===== src/rtl/mul_share_arbiter.sv =====
// rtl/mul_share_arbiter.sv - round-robin share of one pipelined 16x16 signed multiplier
// Optional MUL_ARB_PRIO0_EN: requester 0 gets strict priority, others rotate among 1..NUM_REQ-1.
module mul_share_arbiter #(
    parameter int NUM_REQ = 4,
    parameter int ID_W    = 2,
    parameter int MUL_LAT = 4
) (
    input  logic                    clk,
    input  logic                    reset,
    input  logic [NUM_REQ-1:0]      req_valid,
    output logic [NUM_REQ-1:0]      req_ready,
    input  logic [16*NUM_REQ-1:0]   req_a,
    input  logic [16*NUM_REQ-1:0]   req_b,
    output logic                    mul_ce,
    output logic [15:0]             mul_din0,
    output logic [15:0]             mul_din1,
    input  logic [30:0]             mul_dout,
    output logic                    res_valid,
    input  logic                    res_ready,
    output logic [ID_W-1:0]         res_id,
    output logic [30:0]             res_data
);

    localparam int IDX_W = (NUM_REQ > 1) ? $clog2(NUM_REQ) : 1;

    logic [MUL_LAT-1:0] r_tag_v;
    logic [ID_W-1:0]    r_tag_id [MUL_LAT];
    logic [ID_W-1:0]    r_rr_ptr;

    logic               w_ce;
    logic               w_found;
    logic [NUM_REQ-1:0] w_grant;
    logic [ID_W-1:0]    w_grant_id;
    logic [ID_W-1:0]    w_rr_next;
    logic [ID_W-1:0]    w_sel;
    int                 w_idx;

    // A presented but unaccepted result freezes the multiplier and the tag shadow together.
    assign w_ce = ~(r_tag_v[MUL_LAT-1] & ~res_ready);

    always_comb begin
        w_grant    = '0;
        w_grant_id = '0;
        w_found    = 1'b0;
        w_rr_next  = r_rr_ptr;
        w_idx      = 0;
        if (w_ce) begin
`ifdef MUL_ARB_PRIO0_EN
            if (req_valid[0]) begin
                w_found    = 1'b1;
                w_grant[0] = 1'b1;
            end else begin
                // rr_ptr of 0 (reset value) is treated as the start of the 1..NUM_REQ-1 ring
                for (int k = 0; k < NUM_REQ - 1; k++) begin
                    if (!w_found) begin
                        w_idx = 1 + ((((r_rr_ptr == '0) ? 1 : int'(r_rr_ptr)) - 1 + k) % (NUM_REQ - 1));
                        if (req_valid[IDX_W'(w_idx)]) begin
                            w_found                = 1'b1;
                            w_grant[IDX_W'(w_idx)] = 1'b1;
                            w_grant_id             = ID_W'(w_idx);
                            w_rr_next              = (w_idx == NUM_REQ - 1) ? ID_W'(1) : ID_W'(w_idx + 1);
                        end
                    end
                end
            end
`else
            for (int k = 0; k < NUM_REQ; k++) begin
                if (!w_found) begin
                    w_idx = (int'(r_rr_ptr) + k) % NUM_REQ;
                    if (req_valid[IDX_W'(w_idx)]) begin
                        w_found                = 1'b1;
                        w_grant[IDX_W'(w_idx)] = 1'b1;
                        w_grant_id             = ID_W'(w_idx);
                        w_rr_next              = ID_W'((w_idx + 1) % NUM_REQ);
                    end
                end
            end
`endif
        end
    end

    // Idle cycles still present a real requester's operands so the multiplier never sees X.
    assign w_sel = w_found ? w_grant_id : r_rr_ptr;

    always_comb begin
        mul_din0 = '0;
        mul_din1 = '0;
        for (int i = 0; i < NUM_REQ; i++) begin
            if (w_sel == ID_W'(i)) begin
                mul_din0 = req_a[16*i +: 16];
                mul_din1 = req_b[16*i +: 16];
            end
        end
    end

    always_ff @(posedge clk or posedge reset) begin
        if (reset) begin
            r_tag_v  <= '0;
            r_rr_ptr <= '0;
            for (int k = 0; k < MUL_LAT; k++) begin
                r_tag_id[k] <= '0;
            end
        end else if (w_ce) begin
            r_tag_v[0]  <= w_found;
            r_tag_id[0] <= w_grant_id;
            for (int k = 1; k < MUL_LAT; k++) begin
                r_tag_v[k]  <= r_tag_v[k-1];
                r_tag_id[k] <= r_tag_id[k-1];
            end
            r_rr_ptr <= w_rr_next;
        end
    end

    assign req_ready = w_grant;
    assign mul_ce    = w_ce;
    assign res_valid = r_tag_v[MUL_LAT-1];
    assign res_id    = r_tag_id[MUL_LAT-1];
    assign res_data  = mul_dout;

endmodule


===== config.mk =====
export PLATFORM = sky130hd
export DESIGN_NAME = mul_share_arbiter
export DESIGN_NICKNAME = d
export VERILOG_FILES = /design/src/rtl/mul_share_arbiter.sv
export SDC_FILE = /design/constraint.sdc
export NUM_CORES = 1
export LEC_CHECK = 0
export CAP_MARGIN = 15
export CORE_MARGIN = 2
export CORE_UTILIZATION = 31
export CTS_BUF_LIST = sky130_fd_sc_hd__clkbuf_8
export DETAILED_ROUTE_END_ITERATION = 10
export GPL_TIMING_DRIVEN = 0
export PLACE_DENSITY = 0.92
export SLEW_MARGIN = 10
export SYNTH_ARGS = -nofsm -noshare
export SYNTH_HDL_FRONTEND = slang
export SYNTH_SLANG_ARGS = --single-unit

===== constraint.sdc =====
create_clock -name clk -period 4.14 [get_ports clk]
set_input_delay 0.414 -clock clk [delete_from_list [all_inputs] [get_ports clk]]
set_output_delay 0.414 -clock clk [all_outputs]
set_load 0.005 [all_outputs]

==> impl_metrics.toml, run 1 <==
[run_status]
status = "completed"

[drt]
wl_met3_mm = 1.09
drtPass1Iterations = 4
drc = 0
highest_layer = "met4"
routed_wl_mm = 11.0
vias = 2843
dr_wl_met2_mm = 5.91
wl_per_cell_um = 20.0
m1WireLength_mm = 3.78
ant_nets = 0
vias_per_cell = 5.18
first_iter_violations = 134

[power_and_ir_drop]
intPower_w = 0.00193
pwr-share-comb = 0.888
p_clk_frac = 0.034
p_leak_nw = 1.95
irDropWorstVdd_mv = 0.345
p_seq_frac = 0.079
p_sw_w = 0.00135
switching_share = 0.411
pwr_density_cell_nw_per_um2 = 690

[flow_run]
maxCapViolations = 0

[cts]
clock_sink_count = 14
cts_made_buffers = 3
path_clk_slew_ns = 0.05
cts_tree = "yes"
hold_buffers = 0
clk_latency_ns = 0.24
h-tree-depth = 1
cts-root-buf = "clkbuf_8"
clock_path_buffers = 2

[grt]
grt_pass1_vias = 2982
grt_max_degree = 15
antenna_found_initial = 1
grt_overflow_total = 0
grt_pass1_wl_mm = 16.0
track_usage = 0.245

[hold_path]
hold_class = "register to register"

[floorplanning]
ioPinCount = 237
fp-row-count = 31
start_util = 0.322
core_sq_um = 7290
fp.dieW_um = 91.1
die_area_sq_um = 8290
die_y_um = 91.1

[setup_path]
required_ns = 3.73
crit_type = "primary input to output port"
path_max_fanout = 5
endpoint_kind = "output port"
start_kind = "primary input"
cp.arrival_ns = 3.64

[synthesis]
ys_seq_area_frac = 0.149
synth-async-reset-ratio = 1.00
yosysTopAreaCellShare = 0.335
netlist_top_cells_area = "mux4_2 (34%), dfrtp_1 (15%), buf_4 (11%)"
synth-edff-count = 0
synth_commonest_cells = "mux4_2 (35), nand2_1 (34), buf_4 (33)"
yosys_warnings = 0
synth_area_per_cell_sq_um = 10.3
synth_top_cell_by_area = "mux4_2"
yosysUniqueCellTypes = 44
synth_most_common_cell = "mux4_2"
netlist_area_sq_um = 2350
syn_inst = 229
synthFlopType = "dfrtp_1"
synth_nets = 404
ys_ff_latch = 14

[sta]
fin_crit_ns = 4.05
hold_viol = 0
setup_tns_ns = 0
slew_headroom = 0.649
max_freq_mhz = 247
worst_pin_slew_ns = 0.526
finalWorstSetupSlack_ns = 0.0879
timing.final.crit_share = 0.979
drv_slew = 0
finalSetupViolCount = 0
skew_ns = 0.000890

[placed_design]
pre_cts_slack_ns = -0.697
dp_hpwl_mm = 9.01
portBuffers = 202
gp_congestion = 0.908

[final_layout]
area.growth.synth_to_final_pct = 102
drive_above_1_share = 0.283
fin_nets = 626
-- power groups by stage --
stage                     combinational (W)  sequential, W  clock [W]
after floorplan                     0.00163       0.000241          0
after global placement              0.00274       0.000248          0
after detailed placement            0.00279       0.000257          0
after CTS                           0.00275       0.000252   0.000112
after global routing                0.00310       0.000263   0.000115
final                               0.00291       0.000258   0.000110
-- routing by layer --
layer  GRT usage  vias up
li1            -     1276
met1       0.275     1377
met2       0.462      173
met3      0.0705       17
met4      0.0429        0
met5           0        -
-- flip-flops by register name (all words and copies together) (netlist names) --
signal and cells:
r_rr_ptr 2, r_tag_v 4, res_id 2, r_tag_id 6
-- cell type report --
| type | count | area (sq um) |
|---|---|---|
| timing repair buffer | 218 | 2110 |
| inverter | 7 | 30.0 |
| fill | 599 | 2540 |
| antenna | 1 | 2.50 |
| buffer | 53 | 433 |
| tap | 99 | 124 |
| sequential | 14 | 352 |
| clock buffer | 3 | 41.3 |
| multi-input combinational | 154 | 1670 |
-- final timing paths --
check	start	to	slack (ns)	cells after the start
max	req_valid[0]	mul_din0[15]	0.09	13
min	r_tag_v[2]	r_tag_v[2]	0.46	2
max reg2reg	r_rr_ptr[0]	r_rr_ptr[1]	1.49	9
min reg2reg	r_tag_v[2]	r_tag_v[2]	0.46	2
max in group asynchronous	reset	r_rr_ptr[0]	3.26	2
min in group asynchronous	reset	r_tag_id[4]	0.50	2
-- critical path, stage by stage --
cell and delay [ns]:
clkdlybuf4s50_1 0.43, buf_6 0.14, mux4_2 0.48, buf_6 0.15
ha_4 0.18, inv_2 0.07, a2111oi_4 0.07, nor3_2 0.23
o31ai_1 0.12, a32o_2 0.30, buf_8 0.15, mux4_2 0.41
clkdlybuf4s50_1 0.48
-- cells in the final DEF (no fill, tap or decap), drive strengths merged, types with 3 or more instances in the layout --
master / instances
clkdlybuf4s50: 171
buf: 65
mux4: 35
nand2: 34
dlygate4sd2: 29
dfrtp: 14
nor2: 13
mux2i: 10
ha: 9
clkbuf: 7
inv: 6
a21oi: 5
a31oi: 5
o21ai: 5
mux2: 5
nor3: 4
nor2b: 3
a22o: 3
-- cells by family (layout without fill, tap and decap cells) --
logic type	after synthesis	count (layout)	synth area share
flops	14	14	0.149
buf+inv	61	281	0.176
fa+ha+maj	9	9	0.0479
simple gates	58	58	0.109
mux	50	50	0.402
compound gates	37	37	0.116
other cells	0	1	0
-- metrics by stage --
step / total power [W] / cells / utilization / hold slack [ns] / instance area, sq um
final: 0.00328 / 549 / 0.652 / 0.461 / 4750
after global routing: 0.00348 / 549 / 0.652 / 0.491 / 4750
after CTS: 0.00312 / 542 / 0.634 / 0.462 / 4620
after detailed placement: 0.00305 / 530 / 0.617 / 0.450 / 4500
after global placement: 0.00299 / 530 / 0.617 / 0.442 / 4500
after floorplan: 0.00187 / 229 / - / 0.303 / 2350
-- timing repair --
| item | in CTS | in global routing |
|---|---|---|
| cloned | 0 | 0 |
| setup buffers | 10 | 6 |
| resized for setup | 53 | 17 |
| pin swaps | 3 | 2 |
| endpoints found under the setup margin | 36 | 32 |
Power figures use the tool's default switching activity.
==> inputs of run 2 (changes only) <==
--- a/config.mk
+++ b/config.mk
@@ -6,12 +6,16 @@
 export NUM_CORES = 1
 export LEC_CHECK = 0
 export CAP_MARGIN = 15
+export CELL_PAD_IN_SITES_DETAIL_PLACEMENT = 0
+export CELL_PAD_IN_SITES_GLOBAL_PLACEMENT = 2
+export CORE_ASPECT_RATIO = 1.1
 export CORE_MARGIN = 2
-export CORE_UTILIZATION = 31
+export CORE_UTILIZATION = 15
 export CTS_BUF_LIST = sky130_fd_sc_hd__clkbuf_8
+export CTS_CLUSTER_SIZE = 25
 export DETAILED_ROUTE_END_ITERATION = 10
 export GPL_TIMING_DRIVEN = 0
-export PLACE_DENSITY = 0.92
+export PLACE_DENSITY = 0.89
 export SLEW_MARGIN = 10
 export SYNTH_ARGS = -nofsm -noshare
 export SYNTH_HDL_FRONTEND = slang
==> run 2 against run 1 <==
Clock skew up 0.00094 ns. Worst hold slack worse by 0.0053 ns. Register-to-register slack worse by 0.02 ns. Critical path depth is 1 higher. Clock power about the same. Sequential share of layout area down 0.13 points. Clock-buffer cell count did not move. Cell area grew 2.2%. Highest routed layer unchanged.
==> impl_metrics.toml, run 2 (same netlist as run 1, synthesis figures left out) <==
[grt]
grt_max_degree = 15
grt_overflow_total = 0
antenna_found_initial = 0
grt_pass1_vias = 2769
track_usage = 0.114
grt_pass1_wl_mm = 15.0

[drt]
first_iter_violations = 79
drc = 0
drtPass1Iterations = 4
vias_per_cell = 4.19
wl_met3_um = 543
routed_wl_mm = 10.3
ant_nets = 0
m1WireLength_mm = 4.09
wl_per_cell_um = 16.2
highest_layer = "met4"
vias = 2672
dr_wl_met2_mm = 5.49

[sta]
hold_viol = 0
hold_ws_ns = 0.456
timing.final.crit_share = 0.997
setup_tns_ns = 0
max_freq_mhz = 242
worst_pin_slew_ns = 0.556
rsz0062_at_grt = "true"
drv_slew = 0
finalSetupViolCount = 0
slew_headroom = 0.629
fin_crit_ns = 4.13
skew_ns = 0.00183

[final_layout]
final_cell_mix = "clkdlybuf4s50_1 (173), buf_4 (45), mux4_2 (35)"
stdcell_area_sq_um = 4860
fin_nets = 619
final_common_cell = "clkdlybuf4s50_1"
regMostFlops = "r_tag_id"
largest_reg_flops = 6
largestRegisters = "r_tag_id (6), r_tag_v (4)"
area.growth.synth_to_final_pct = 107
ff_latch_area_sq_um = 353
n_antenna_cell = 0
multi_input_area_sq_um = 1670
drive_above_1_share = 0.271
nFillCells = 1586

[power_and_ir_drop]
p_seq_frac = 0.080
irDropWorstVdd_mv = 0.305
p_clk_frac = 0.034
pwr_density_cell_nw_per_um2 = 660
pwr-share-comb = 0.886
switching_share = 0.402
p_sw_w = 0.00129
intPower_w = 0.00192
p_leak_nw = 1.99

[placed_design]
dp_hpwl_mm = 8.78
placed_cell_area_sq_um = 4620
portBuffers = 202
gp_congestion = 0.789

[setup_path]
path_max_fanout = 10
required_ns = 3.73
max_stage_delay_ns = 0.50
crit_path_cell_trace = "dlygate4sd2_1 > buf_6 > mux4_2 > buf_6 > ha_4 > nor2_2 > a2111oi_4 > nor3_2 > o31ai_1 > a32o_2 > buf_6 > buf_8 > mux4_2 > clkdlybuf4s50_1"
slowest_stage = "mux4_2"
crit_type = "primary input to output port"
cp_common_cell = "buf_6"
start_kind = "primary input"
endpoint_kind = "output port"
cp.arrival_ns = 3.71

[cts]
cts_tree = "yes"
clock_sink_count = 14
cts_made_buffers = 3
h-tree-depth = 1
cts-root-buf = "clkbuf_8"
path_clk_slew_ns = 0.06
clock_path_buffers = 2
clk_latency_ns = 0.24

[run_status]
status = "completed"

[floorplanning]
fp.dieW_um = 123
die_area_sq_um = 16700
start_util = 0.155
ioPinCount = 237
fp-row-count = 47
die_y_um = 135
core_sq_um = 15200

[hold_path]
hold_class = "register to register"

[flow_run]
maxCapViolations = 0
[run 2: cell types whose count changed in the layout (fill, tap and decap cells not counted), moves of 2 or more]
cell | previous run | this run
clkdlybuf4s15_1 | 2 | 0
clkdlybuf4s50_1 | 171 | 173
inv_2 | 4 | 2
buf_4 | 53 | 45
buf_12 | 3 | 0
dlygate4sd2_1 | 29 | 19
buf_8 | 1 | 4
dlymetal6s2s_1 | 0 | 10
[run 2: path summary, 6_finish.rpt]
| kind | startpoint | end | slack, ns | cells past startpoint |
|---|---|---|---|---|
| worst max register to register | r_rr_ptr[1] | r_rr_ptr[1] | 1.47 | 9 |
| worst max-delay path | req_valid[0] | mul_din0[0] | 0.01 | 14 |
| max in group asynchronous | reset | r_rr_ptr[1] | 3.22 | 2 |
| worst min register to register | r_tag_v[2] | r_tag_v[2] | 0.46 | 2 |
| min in group asynchronous | reset | r_tag_v[3] | 0.52 | 2 |
| worst min-delay path | r_tag_v[2] | r_tag_v[2] | 0.46 | 2 |
[run 2: per-stage QoR]
| step | std cells | total power [W] | util | setup WS, ns |
|---|---|---|---|---|
| finish | 638 | 0.00321 | 0.320 | 0.0124 |
| global route | 638 | 0.00344 | 0.320 | -0.117 |
| CTS | 635 | 0.00320 | 0.313 | 0.00980 |
| detailed placement | 627 | 0.00305 | 0.304 | -0.798 |
| global placement | 627 | 0.00302 | 0.304 | -0.812 |
| floorplan | 229 | 0.00187 | - | 0.477 |
[run 2: layout make-up]
type / count / share of cell area
Timing Repair Buffer: 212 / 0.432
Multi-Input combinational cell: 154 / 0.343
Buffer: 52 / 0.0865
Sequential cell: 14 / 0.0726
Tap cell: 196 / 0.0505
Clock buffer: 3 / 0.00850
Inverter: 7 / 0.00695
[run 2: metal layers]
| metal | up-vias | GRT usage |
|---|---|---|
| met5 | - | 0 |
| li1 | 1254 | - |
| met1 | 1279 | 0.147 |
| met3 | 14 | 0.0202 |
| met2 | 125 | 0.199 |
| met4 | 0 | 0.0208 |
[run 2: power groups by stage]
stage	clock network, W	logic (W)	registers [W]
finish	0.000110	0.00284	0.000257
global route	0.000116	0.00306	0.000269
CTS	0.000112	0.00283	0.000256
detailed placement	0	0.00279	0.000254
global placement	0	0.00276	0.000253
floorplan	0	0.00163	0.000241
[run 2: timing repair]
item                                    4_1_cts  5_1_grt
hold buffers                                  0        0
pin swaps                                     4        2
gates resized for setup                      44       19
buffers inserted                              7        3
endpoints found under the setup margin       36       32
[run 2: worst max-delay path: cells and delay by family]
kind / cells / cell delay [ns]
compound gates: 3 / 0.50
buf+inv: 6 / 1.33
simple gates: 2 / 0.37
fa+ha+maj: 1 / 0.18
mux: 2 / 0.91
==> inputs of run 3 (changes only) <==
--- a/config.mk
+++ b/config.mk
@@ -15,8 +15,9 @@
 export CTS_CLUSTER_SIZE = 25
 export DETAILED_ROUTE_END_ITERATION = 10
 export GPL_TIMING_DRIVEN = 0
-export PLACE_DENSITY = 0.89
+export PLACE_DENSITY = 0.88
 export SLEW_MARGIN = 10
 export SYNTH_ARGS = -nofsm -noshare
 export SYNTH_HDL_FRONTEND = slang
 export SYNTH_SLANG_ARGS = --single-unit
+export TNS_END_PERCENT = 5
==> run 3 against run 2 <==
Worst hold slack gained 0.0048 ns. Cell area shrank 0.62%. Via count grew 0.52%. Die area is the same. Flip-flop and latch count is the same. Non-clock buffer count is the same. Cell count is the same. Clock power is essentially flat. Routed wire length shrank 2.3%.
==> impl_metrics.toml, run 3 (same netlist as run 1, synthesis figures left out) <==
[cts]
cts_tree = "yes"
h-tree-depth = 1
clock_sink_count = 14
clk_latency_ns = 0.24
path_clk_slew_ns = 0.05
clock_path_buffers = 2
cts-root-buf = "clkbuf_8"
cts_made_buffers = 3

[sta]
drv_slew = 0
finalSetupViolCount = 0
setup_tns_ns = 0
hold_viol = 0
slew_headroom = 0.656
skew_ns = 0.00134
rsz0062_at_grt = "true"
max_freq_mhz = 247
finalWorstSetupSlack_ns = 0.0860
timing.final.crit_share = 0.979
hold_ws_ns = 0.461
worst_pin_slew_ns = 0.515
fin_crit_ns = 4.05

[drt]
drtPass1Iterations = 4
ant_nets = 0
drc = 0
vias_per_cell = 4.21
vias = 2686
first_iter_violations = 122
routed_wl_mm = 10.1
wl_per_cell_um = 15.8

[grt]
grt_pass1_wl_mm = 14.6
grt_overflow_total = 0
grt_max_degree = 15
track_usage = 0.111
grt_pass1_vias = 2770
antenna_found_initial = 0

[setup_path]
start_kind = "primary input"
path_max_fanout = 10
slowest_stage = "mux4_2"
cp_common_cell = "buf_6"
cp_num_buf_inv = 7
required_ns = 3.73
crit_type = "primary input to output port"
cp.arrival_ns = 3.64
endpoint_kind = "output port"
crit_path_cell_trace = "clkdlybuf4s50_1 > buf_6 > mux4_2 > buf_6 > ha_4 > inv_1 > a2111oi_4 > nor3_2 > o31ai_1 > a32o_1 > buf_6 > buf_12 > mux4_2 > dlygate4sd2_1"
max_stage_delay_ns = 0.48
path_delay_family = "buffers and inverters"

[placed_design]
dp_hpwl_mm = 8.72
portBuffers = 202
gp_congestion = 0.801
placed_cell_area_sq_um = 4620
pre_cts_slack_ns = -0.811

[final_layout]
drive_above_1_share = 0.265
regMostFlops = "r_tag_id"
n_antenna_cell = 0
area.growth.synth_to_final_pct = 106
largestRegisters = "r_tag_id (6), r_tag_v (4)"
largest_reg_flops = 6
final_cell_mix = "clkdlybuf4s50_1 (170), buf_4 (46), mux4_2 (35)"
final_common_cell = "clkdlybuf4s50_1"
stdcell_area_sq_um = 4830
fin_nets = 619

[floorplanning]
fp-row-count = 47
start_util = 0.155
die_y_um = 135
fp.dieW_um = 123
die_area_sq_um = 16700
ioPinCount = 237
core_sq_um = 15200

[run_status]
status = "completed"

[power_and_ir_drop]
p_leak_nw = 1.92
pwr_density_cell_nw_per_um2 = 650
irDropWorstVdd_mv = 0.192

[flow_run]
maxCapViolations = 0

[hold_path]
hold_class = "register to register"
==> run 3: changes by cell type in the layout (fill, tap and decap cells not counted), sizes merged <==
cell	before	now
dlymetal6s2s	10	2
dlygate4sd2	19	25
clkdlybuf4s15	0	5
clkdlybuf4s50	173	170
buf	58	59
clkbuf	7	6
==> run 3: metal layers <==
layer	vias to the layer above	track usage	wire [um]
met5	-	0	0
met4	0	0.0290	280
met3	21	0.0223	609
met2	149	0.191	5350
met1	1259	0.141	3830
li1	1257	-	-
==> run 3: what timing repair did <==
action | CTS | global route
resized for setup | 55 | 15
pin swaps | 2 | 1
hold buffers | 0 | 0
buffers inserted | 9 | 1
setup endpoints to repair | 36 | 32
==> run 3: path summary, 6_finish.rpt <==
path,cells after the start,slack [ns],to,from
setup / recovery,14,0.09,mul_din1[14],req_valid[0]
hold / removal,2,0.46,r_tag_v[2],r_tag_v[2]
setup reg to reg,14,1.32,r_tag_id[6],r_rr_ptr[0]
hold reg to reg,2,0.46,r_tag_v[2],r_tag_v[2]
max in group asynchronous,2,3.26,r_rr_ptr[1],reset
min in group asynchronous,2,0.51,res_id[0],reset
==> run 3: area by class of cell <==
cell class	count	area, sq um
Multi-Input combinational cell	154	1670
Sequential cell	14	353
Inverter	7	33.8
Timing Repair Buffer	212	2070
Tap cell	196	245
Clock buffer	3	41.3
Buffer	52	415
Fill cell	1570	10300
==> run 3: report_power, final <==
part	switching, W	total, W	leakage (nW)	internal (W)
combinational	0.00116	0.00277	1.74	0.00161
clock	0.0000437	0.000108	0.0216	0.0000642
sequential	0.0000580	0.000265	0.157	0.000207
==> run 3: worst reg2reg max path, stage by stage, from the launching register on <==
cell	delay, ns
dfrtp_2	0.48
buf_6	0.19
mux4_2	0.36
buf_6	0.17
ha_4	0.18
nor2_4	0.04
a2111oi_4	0.38
nor3_2	0.09
buf_4	0.14
buf_4	0.12
buf_4	0.12
buf_4	0.13
a21oi_1	0.13
o21ai_1	0.09
a21oi_1	0.14
==> run 3: per-stage QoR <==
stage | cells | utilization | total power [W]
final | 638 | 0.318 | 0.00314
after global routing | 638 | 0.318 | 0.00339
after CTS | 638 | 0.313 | 0.00311
after detailed placement | 627 | 0.304 | 0.00303
after global placement | 627 | 0.304 | 0.00301
after floorplan | 229 | - | 0.00187
